**src/rtl/lfsr_prbs_gen_if.sv**
```systemverilog
`default_nettype none
// +----------------------------------------------------------------------------+
// | Module  : lfsr_prbs_gen_if                                                 |
// | Brief   : Step/load/seed bus of the PRBS generator; optional error-inject  |
// |           line under LFSR_ERR_INJECT_EN.                                   |
// | Revision: 1.0                                                              |
// +----------------------------------------------------------------------------+
interface lfsr_prbs_gen_if #(
    parameter int unsigned WIDTH = 7,
    parameter int unsigned OUT_W = 1
);
    logic             i_valid;
    logic             i_load;
    logic [WIDTH-1:0] i_seed;
`ifdef LFSR_ERR_INJECT_EN
    logic             i_err_inject;
`endif
    logic [OUT_W-1:0] o_data;
    logic             o_valid;
    logic             o_wrap;
    logic             o_lockup;

`ifdef LFSR_ERR_INJECT_EN
    modport master (
        output i_valid, i_load, i_seed, i_err_inject,
        input  o_data, o_valid, o_wrap, o_lockup
    );
    modport slave (
        input  i_valid, i_load, i_seed, i_err_inject,
        output o_data, o_valid, o_wrap, o_lockup
    );
`else
    modport master (
        output i_valid, i_load, i_seed,
        input  o_data, o_valid, o_wrap, o_lockup
    );
    modport slave (
        input  i_valid, i_load, i_seed,
        output o_data, o_valid, o_wrap, o_lockup
    );
`endif
endinterface
`default_nettype wire

```
**src/rtl/lfsr_prbs_gen.sv**
```systemverilog
`default_nettype none
// +----------------------------------------------------------------------------+
// | Module  : lfsr_prbs_gen                                                    |
// | Brief   : Fibonacci LFSR PRBS generator, OUT_W bits per step, runtime seed,|
// |           wrap pulse, all-zero recovery. Macro LFSR_ERR_INJECT_EN adds     |
// |           single-bit error injection on o_data[0].                         |
// | Revision: 1.0                                                              |
// +----------------------------------------------------------------------------+
module lfsr_prbs_gen #(
    parameter int unsigned      WIDTH = 7,
    parameter logic [WIDTH-1:0] TAPS  = 7'h60,
    parameter logic [WIDTH-1:0] SEED  = 7'h7F,
    parameter int unsigned      OUT_W = 1
) (
    input  wire logic      i_clk,
    input  wire logic      i_reset,
    lfsr_prbs_gen_if.slave bus
);

    logic [WIDTH-1:0] state_q, state_d;
    logic [WIDTH-1:0] active_seed_q, active_seed_d;
    logic [WIDTH:0]   cnt_q, cnt_d;
    logic [OUT_W-1:0] data_q, data_d;
    logic             valid_q, valid_d;
    logic             wrap_q, wrap_d;
    logic             lockup_q, lockup_d;

    logic [WIDTH-1:0] w_walk;
    logic [WIDTH-1:0] w_step_state;
    logic [OUT_W-1:0] w_step_bits;
    logic [OUT_W-1:0] w_flip;
    logic             w_err;
    logic             w_seed_zero;
    logic [WIDTH-1:0] w_load_state;
    logic [WIDTH:0]   w_cnt_inc;
    logic             w_hit;

    // OUT_W shifts unrolled; the first bit shifted out lands in the MSB.
    always_comb begin
        w_walk      = state_q;
        w_step_bits = '0;
        for (int j = 0; j < int'(OUT_W); j++) begin
            w_step_bits[OUT_W-1-j] = w_walk[WIDTH-1];
            w_walk = {w_walk[WIDTH-2:0], ^(w_walk & TAPS)};
        end
    end

    // Degenerate TAPS can collapse to zero; fall back to SEED so the register never locks.
    assign w_step_state = (w_walk == '0) ? SEED : w_walk;

    assign w_seed_zero  = (bus.i_seed == '0);
    assign w_load_state = w_seed_zero ? SEED : bus.i_seed;
    assign w_cnt_inc    = cnt_q + 1'b1;
    assign w_hit        = (w_step_state == active_seed_q) && (w_cnt_inc != '0);

`ifdef LFSR_ERR_INJECT_EN
    assign w_err = bus.i_err_inject;
`else
    assign w_err = 1'b0;
`endif

    always_comb begin
        w_flip    = '0;
        w_flip[0] = w_err;
    end

    always_comb begin
        state_d       = state_q;
        active_seed_d = active_seed_q;
        cnt_d         = cnt_q;
        data_d        = data_q;
        valid_d       = 1'b0;
        wrap_d        = 1'b0;
        lockup_d      = 1'b0;
        if (bus.i_load) begin
            state_d       = w_load_state;
            active_seed_d = w_load_state;
            cnt_d         = '0;
            lockup_d      = w_seed_zero;
        end else if (bus.i_valid) begin
            state_d = w_step_state;
            data_d  = w_step_bits ^ w_flip;
            valid_d = 1'b1;
            wrap_d  = w_hit;
            cnt_d   = w_hit ? '0 : w_cnt_inc;
        end
    end

    always_ff @(posedge i_clk or posedge i_reset) begin
        if (i_reset) begin
            state_q       <= SEED;
            active_seed_q <= SEED;
            cnt_q         <= '0;
            data_q        <= '0;
            valid_q       <= 1'b0;
            wrap_q        <= 1'b0;
            lockup_q      <= 1'b0;
        end else begin
            state_q       <= state_d;
            active_seed_q <= active_seed_d;
            cnt_q         <= cnt_d;
            data_q        <= data_d;
            valid_q       <= valid_d;
            wrap_q        <= wrap_d;
            lockup_q      <= lockup_d;
        end
    end

    assign bus.o_data   = data_q;
    assign bus.o_valid  = valid_q;
    assign bus.o_wrap   = wrap_q;
    assign bus.o_lockup = lockup_q;

endmodule
`default_nettype wire

```
**src/flat_wrapper.sv**
```systemverilog
// flat-port wrapper written by rule: the top's interface ports become plain ports
module lfsr_prbs_gen_flat 
#(
    parameter int unsigned      WIDTH = 7,
    parameter logic [WIDTH-1:0] TAPS  = 7'h60,
    parameter logic [WIDTH-1:0] SEED  = 7'h7F,
    parameter int unsigned      OUT_W = 1
)
  (i_clk, i_reset, bus_i_valid, bus_i_load, bus_i_seed, bus_o_data, bus_o_valid, bus_o_wrap, bus_o_lockup);
  lfsr_prbs_gen_if #(.WIDTH(WIDTH), .OUT_W(OUT_W)) bus_i ();
  input  wire logic i_clk;
  input  wire logic i_reset;
  input wire logic [$bits(bus_i.i_valid)-1:0] bus_i_valid;
  input wire logic [$bits(bus_i.i_load)-1:0] bus_i_load;
  input wire logic [$bits(bus_i.i_seed)-1:0] bus_i_seed;
  output wire logic [$bits(bus_i.o_data)-1:0] bus_o_data;
  output wire logic [$bits(bus_i.o_valid)-1:0] bus_o_valid;
  output wire logic [$bits(bus_i.o_wrap)-1:0] bus_o_wrap;
  output wire logic [$bits(bus_i.o_lockup)-1:0] bus_o_lockup;
  assign bus_i.i_valid = bus_i_valid;
  assign bus_i.i_load = bus_i_load;
  assign bus_i.i_seed = bus_i_seed;
  assign bus_o_data = bus_i.o_data;
  assign bus_o_valid = bus_i.o_valid;
  assign bus_o_wrap = bus_i.o_wrap;
  assign bus_o_lockup = bus_i.o_lockup;
  lfsr_prbs_gen #(.WIDTH(WIDTH), .TAPS(TAPS), .SEED(SEED), .OUT_W(OUT_W)) u_core (.i_clk(i_clk), .i_reset(i_reset), .bus(bus_i));
endmodule
```
**config.mk**
```make
export PLATFORM = sky130hd
export DESIGN_NAME = lfsr_prbs_gen_flat
export DESIGN_NICKNAME = d
export VERILOG_FILES = /design/src/rtl/lfsr_prbs_gen_if.sv /design/src/rtl/lfsr_prbs_gen.sv /design/src/flat_wrapper.sv
export SDC_FILE = /design/constraint.sdc
export NUM_CORES = 1
export LEC_CHECK = 0
export ABC_AREA = 1
export BUFFER_PORTS_ARGS = -buffer_cell sky130_fd_sc_hd__buf_2
export CORE_MARGIN = 2
export CORE_UTILIZATION = 52
export DETAILED_ROUTE_END_ITERATION = 12
export PLACE_DENSITY = 0.75
export SLEW_MARGIN = 20
export SYNTH_ARGS = -nofsm -noshare
export SYNTH_HDL_FRONTEND = slang
export SYNTH_SLANG_ARGS = --single-unit
```
**constraint.sdc**
```tcl
create_clock -name i_clk -period 1.4 [get_ports i_clk]
set_input_delay 0.14 -clock i_clk [delete_from_list [all_inputs] [get_ports i_clk]]
set_output_delay 0.14 -clock i_clk [all_outputs]
set_load 0.005 [all_outputs]
```
# Word-level counts from Yosys, hierarchy flattened
# Index checks and enable logic that the tools add are counted.
dict set report word_totals {
  reg_bits 26
  wordCells 29
  output_inout_bits 4
  in_bits 11
}
dict set report op_classes {
  bitwise 1
  n_addsub 1
  n_eq_ne 1
  muxes 12
  reduce_logical 7
}
# cell count
set op_table {}
lappend op_table {{two-way mux 7 bit} 4}
lappend op_table {{two-way mux 8 bit} 3}
lappend op_table {{zero test 7 bit} 2}
lappend op_table {{adder 8 x 1 -> 8 bit (second input constant)} 1}
lappend op_table {{nonzero test 8 bit} 1}
lappend op_table {{equality test 7 bit} 1}
lappend op_table {{parity 7 bit} 1}
lappend op_table {{two-way mux 1 bit} 5}
lappend op_table {{AND reduction 2 bit} 1}
lappend op_table {{nonzero test 2 bit} 1}
lappend op_table {{logical AND 1 bit} 1}
lappend op_table {{NOT 1 bit} 1}

# Longest topological paths before layout
dict set report depth {
  word_depth 8
  mapped_depth 14
  depth_no_buf 13
}

# Worst setup path after synthesis
# OpenSTA, ideal clock, no wires.
dict set report synth_timing {
  path_kind {reg2reg}
  startpoint {register u_core.state_q[5]}
  endpoint {register u_core.cnt_q[0]}
  required_ns 1.283
  setup_slack_ns -0.183
  period_less_slack_ns 1.583
  stages_incl_launch_ff 15
  arrival_ns 1.466
  n_path_buf 1
  cell_sequence {dfstp_2 inv_1 nand2_2 nand2_2 inv_2 nand2_2 buf_6 nand2_2 nand2_1 nand2_1 nand2_1 nor2_2 nand3_2 nand2_1 nand2_1}
}
dict set report synth_via {
  elab_chain_len 8
}
# item line
set synth_lines {}
lappend synth_lines {{start: declaration} lfsr_prbs_gen.sv:20} ;# logic [WIDTH-1:0] state_q, state_d;
lappend synth_lines {{start signal: assignment} lfsr_prbs_gen.sv:99} ;# state_q <= state_d;
lappend synth_lines {{parity 7 bit} lfsr_prbs_gen.sv:44} ;# w_walk = {w_walk[WIDTH-2:0], ^(w_walk & TAPS)};
lappend synth_lines {{zero test 7 bit} lfsr_prbs_gen.sv:49} ;# assign w_step_state = (w_walk == '0) ? SEED : w_walk;
lappend synth_lines {{two-way mux 7 bit (*)} lfsr_prbs_gen.sv:49}
lappend synth_lines {{equality test 7 bit (*)} lfsr_prbs_gen.sv:54} ;# assign w_hit = (w_step_state == active_seed_q) && (w_cnt_inc != '0);
lappend synth_lines {{logical AND 1 bit (*)} lfsr_prbs_gen.sv:54}
lappend synth_lines {{two-way mux 8 bit (*)} lfsr_prbs_gen.sv:85} ;# cnt_d = w_hit ? '0 : w_cnt_inc;
lappend synth_lines {{two-way mux 8 bit (*)} lfsr_prbs_gen.sv:80} ;# end else if (bus.i_valid) begin
lappend synth_lines {{two-way mux 8 bit (*)} lfsr_prbs_gen.sv:75} ;# if (bus.i_load) begin
lappend synth_lines {{end signal: assignment} lfsr_prbs_gen.sv:101} ;# cnt_q <= cnt_d;
lappend synth_lines {{end: declaration} lfsr_prbs_gen.sv:22} ;# logic [WIDTH:0] cnt_q, cnt_d;
# Every way passes the cells marked *; elsewhere a longest branch is shown, timed or not. The select of a mux whose other input is x is not followed.
# A chain may end at the register's enable or synchronous reset.

# Final worst setup path
dict set report layout_timing {
  startpoint {register u_core.state_q[5]}
  endpoint {register u_core.cnt_q[1]}
}
# Same word-level chain as after synthesis.

==> run metrics <==
Clk network pwr share 24.1%; most common cell after layout, fill and taps aside nand2_1; switching part of the total power 30.7%; max incr delay on CP 0.42 ns; total CTS buffers 3; CTS root buf clkbuf_4; clk_lat worst skew 0.34 ns; Worst path most repeated cell nand2_1; Die Height 56.6 um; first-pass GRT wire length 5850 um; Logic pwr share 23.5%; worst vdd ir 0.000716 V; Final setup viols 11; CTS H-tree lvls 1; CTS Sinks 26; crit path max-delay cell type dfstp_2; PwrDens 927 nW/um^2; clock buffer depth 2; clock transition at the registers of the reported paths 0.14 ns; Critical Path RT 1.65 ns; HP Class in2reg; Syn Std Cell Area 1440 um^2; overall global routing resource usage 23.4%; worst path cell trace nor2_2, nand2_2, nor2_4, nand2_8, nand2_2, nand2_1, nand2_1, nand2_1, nor2_2, nand3_2, nand2_1, nand2_1; R2R Path Start u_core.state_q[5]; area delta synth->final 25.2%; hold path startpoint bus_i_seed[1]; antenna violations before repair 0; Mapped Cells 190; Mean Syn Cell Area 7.58 um^2; slew at the pin with the worst max-slew slack 0.347 ns; die width 56.6 um; largest net degree at the start of global routing 27; area of the die 3210 um^2; clk_skew 0.00736 ns; number of global-route vias before repair 1364; input/output buffers 14; dpl ws -0.339 ns; row cnt 19; outcome finished, violations left; Max Slew Vio Count 0; Seq cells post-synth 26; P_leak 0.927 nW; type of origin of the critical path flop; Final Net Count 241; # IOs 15; DRC Markers 0; RSZ-0062 raised after global routing yes; hold path cells 3; share of layout cells above drive strength 1 34.2%; Rel. slew slack 76.6%; failing checks setup timing; via/cell ratio 5.26; reg2reg end u_core.cnt_q[1]; final WL 3380 um; Max Clk Rate 0.582 GHz; Hold Worst Slack 0.0581 ns; via count 1363; endpoint with the worst hold slack u_core.active_seed_q[1]; TritonCTS clock tree built; Crit Path Category reg2reg; GRT overflow 0; Net Count, Synth 202; post-route ant nets 0; NetSw 0.513 mW; Max Cap Viol 0; final worst slack -0.318 ns; register share of total power 52.4%; Yosys cell types 23; cell count after placement 251; warnings from Yosys 0; GP Congestion 0.825; P_int 1.16 mW; Cell Count, Final, Fillers Out 259; CP Data Arrival Time 1.97 ns; antenna diode count 0; Crit. End Element flop; core area 2690 um^2; Crit Path Max Fanout 6; Starting Density 53.6%; crit path time final 1.72 ns; Initial DRC Count 41; fin crit share 123%; sequential share of the synthesized area 46.4%; commonest non-fill, non-tap cells in the layout nand2_1 (58), inv_1 (23), buf_4 (22); routed len/inst 13.1 um; first-pass detailed-route iteration total 4; Final Hold Fails 0; Post-DP HPWL 2460 um; R2R Setup Slk -0.32 ns; Reg2Reg Depth 12
-- layout make-up --
cell class,count,area (um^2)
well taps,31,38.8
repair buffers,37,245
flip-flops and latches,26,668
clock buffers,4,36.3
inverters,27,106
multi-input cells,134,708
fillers,227,883
-- registers in the layout, summed over array words and instances, names as in the netlist --
name and flops:
u_core.active_seed_q 7, u_core.bus.o_lockup 1, u_core.bus.o_valid 1, u_core.cnt_q 8, u_core.bus.o_data 1, u_core.bus.o_wrap 1, u_core.state_q 7
-- power groups by stage --
stage,combinational (mW),clock [mW],sequential [mW]
after CTS,0.361,0.410,0.873
final,0.392,0.403,0.876
after global routing,0.439,0.441,0.884
after floorplan,0.218,0,0.879
after detailed placement,0.342,0,0.885
after global placement,0.328,0,0.883
-- worst max-delay path: cells and delay by family (launching register included) --
| kind | cells | cell delay [ns] |
|---|---|---|
| flops | 1 | 0.42 |
| simple gates | 12 | 1.20 |
-- Yosys cell counts --
cell type	instances	area [um^2]
xnor2_1	2	17.5
clkbuf_1	2	7.51
xor2_1	3	26.3
nor2_1	16	60.1
ha_1	1	12.5
buf_2	1	5.00
o21bai_1	1	7.51
clkinv_1	1	3.75
nor2_2	5	31.3
o21ai_0	11	55.1
inv_1	25	93.8
dfrtp_1	12	300
buf_6	1	11.3
nor4_1	1	6.26
dfstp_2	14	368
inv_2	1	3.75
nand2_2	7	43.8
a41oi_1	2	17.5
nand2_1	61	229
o211ai_1	7	52.6
nand4_1	2	12.5
nand3_2	1	10.0
nand3_1	13	65.1
-- how the worst max path moves through the flow --
| stage | to | start |
|---|---|---|
| 2_1_floorplan | u_core.cnt_q[0] | u_core.state_q[5] |
| 3_3_place_gp | u_core.cnt_q[4] | u_core.state_q[6] |
| 3_5_place_dp | u_core.cnt_q[1] | u_core.state_q[6] |
| 4_1_cts | u_core.cnt_q[1] | u_core.state_q[6] |
| 5_1_grt | u_core.cnt_q[5] | u_core.state_q[5] |
| 6_report | u_core.cnt_q[1] | u_core.state_q[5] |
-- timing repair --
action,in CTS,in global routing
hold buffers,1,0
pin swaps,7,5
cloned,1,0
hold endpoints to repair,12,0
buffers inserted,1,1
endpoints found under the setup margin,11,11
resized for setup,4,10
-- cell families after synthesis --
| logic type | after synthesis | synth area share (%) |
|---|---|---|
| XOR/XNOR | 5 | 3.04 |
| AO/OA/AOI/OAI | 21 | 9.21 |
| flip-flops | 26 | 46.4 |
| buffers and inverters | 31 | 8.69 |
| AND/OR/NAND/NOR | 106 | 31.8 |
| adder cells (fa/ha/maj) | 1 | 0.869 |
-- stage by stage --
stage | power, mW | cell area [um^2] | utilization (%) | TNS [ns]
after global placement | 1.21 | 1680 | 62.6 | -2.36
after floorplan | 1.10 | 1450 | - | -1.29
after global routing | 1.76 | 1800 | 67.1 | -3.68
after CTS | 1.64 | 1750 | 65.3 | -2.35
after detailed placement | 1.23 | 1680 | 62.6 | -2.87
final | 1.67 | 1800 | 67.1 | -2.60
-- per-layer routing --
layer | track usage (%) | wire length (um) | vias to the layer above
li1 | - | - | 672
met1 | 31.2 | 1400 | 644
met2 | 38.0 | 1760 | 41
met3 | 3.69 | 166 | 6
met4 | 9.18 | 59 | 0
met5 | 0 | 0 | -
(Power assumes the default switching activity.)
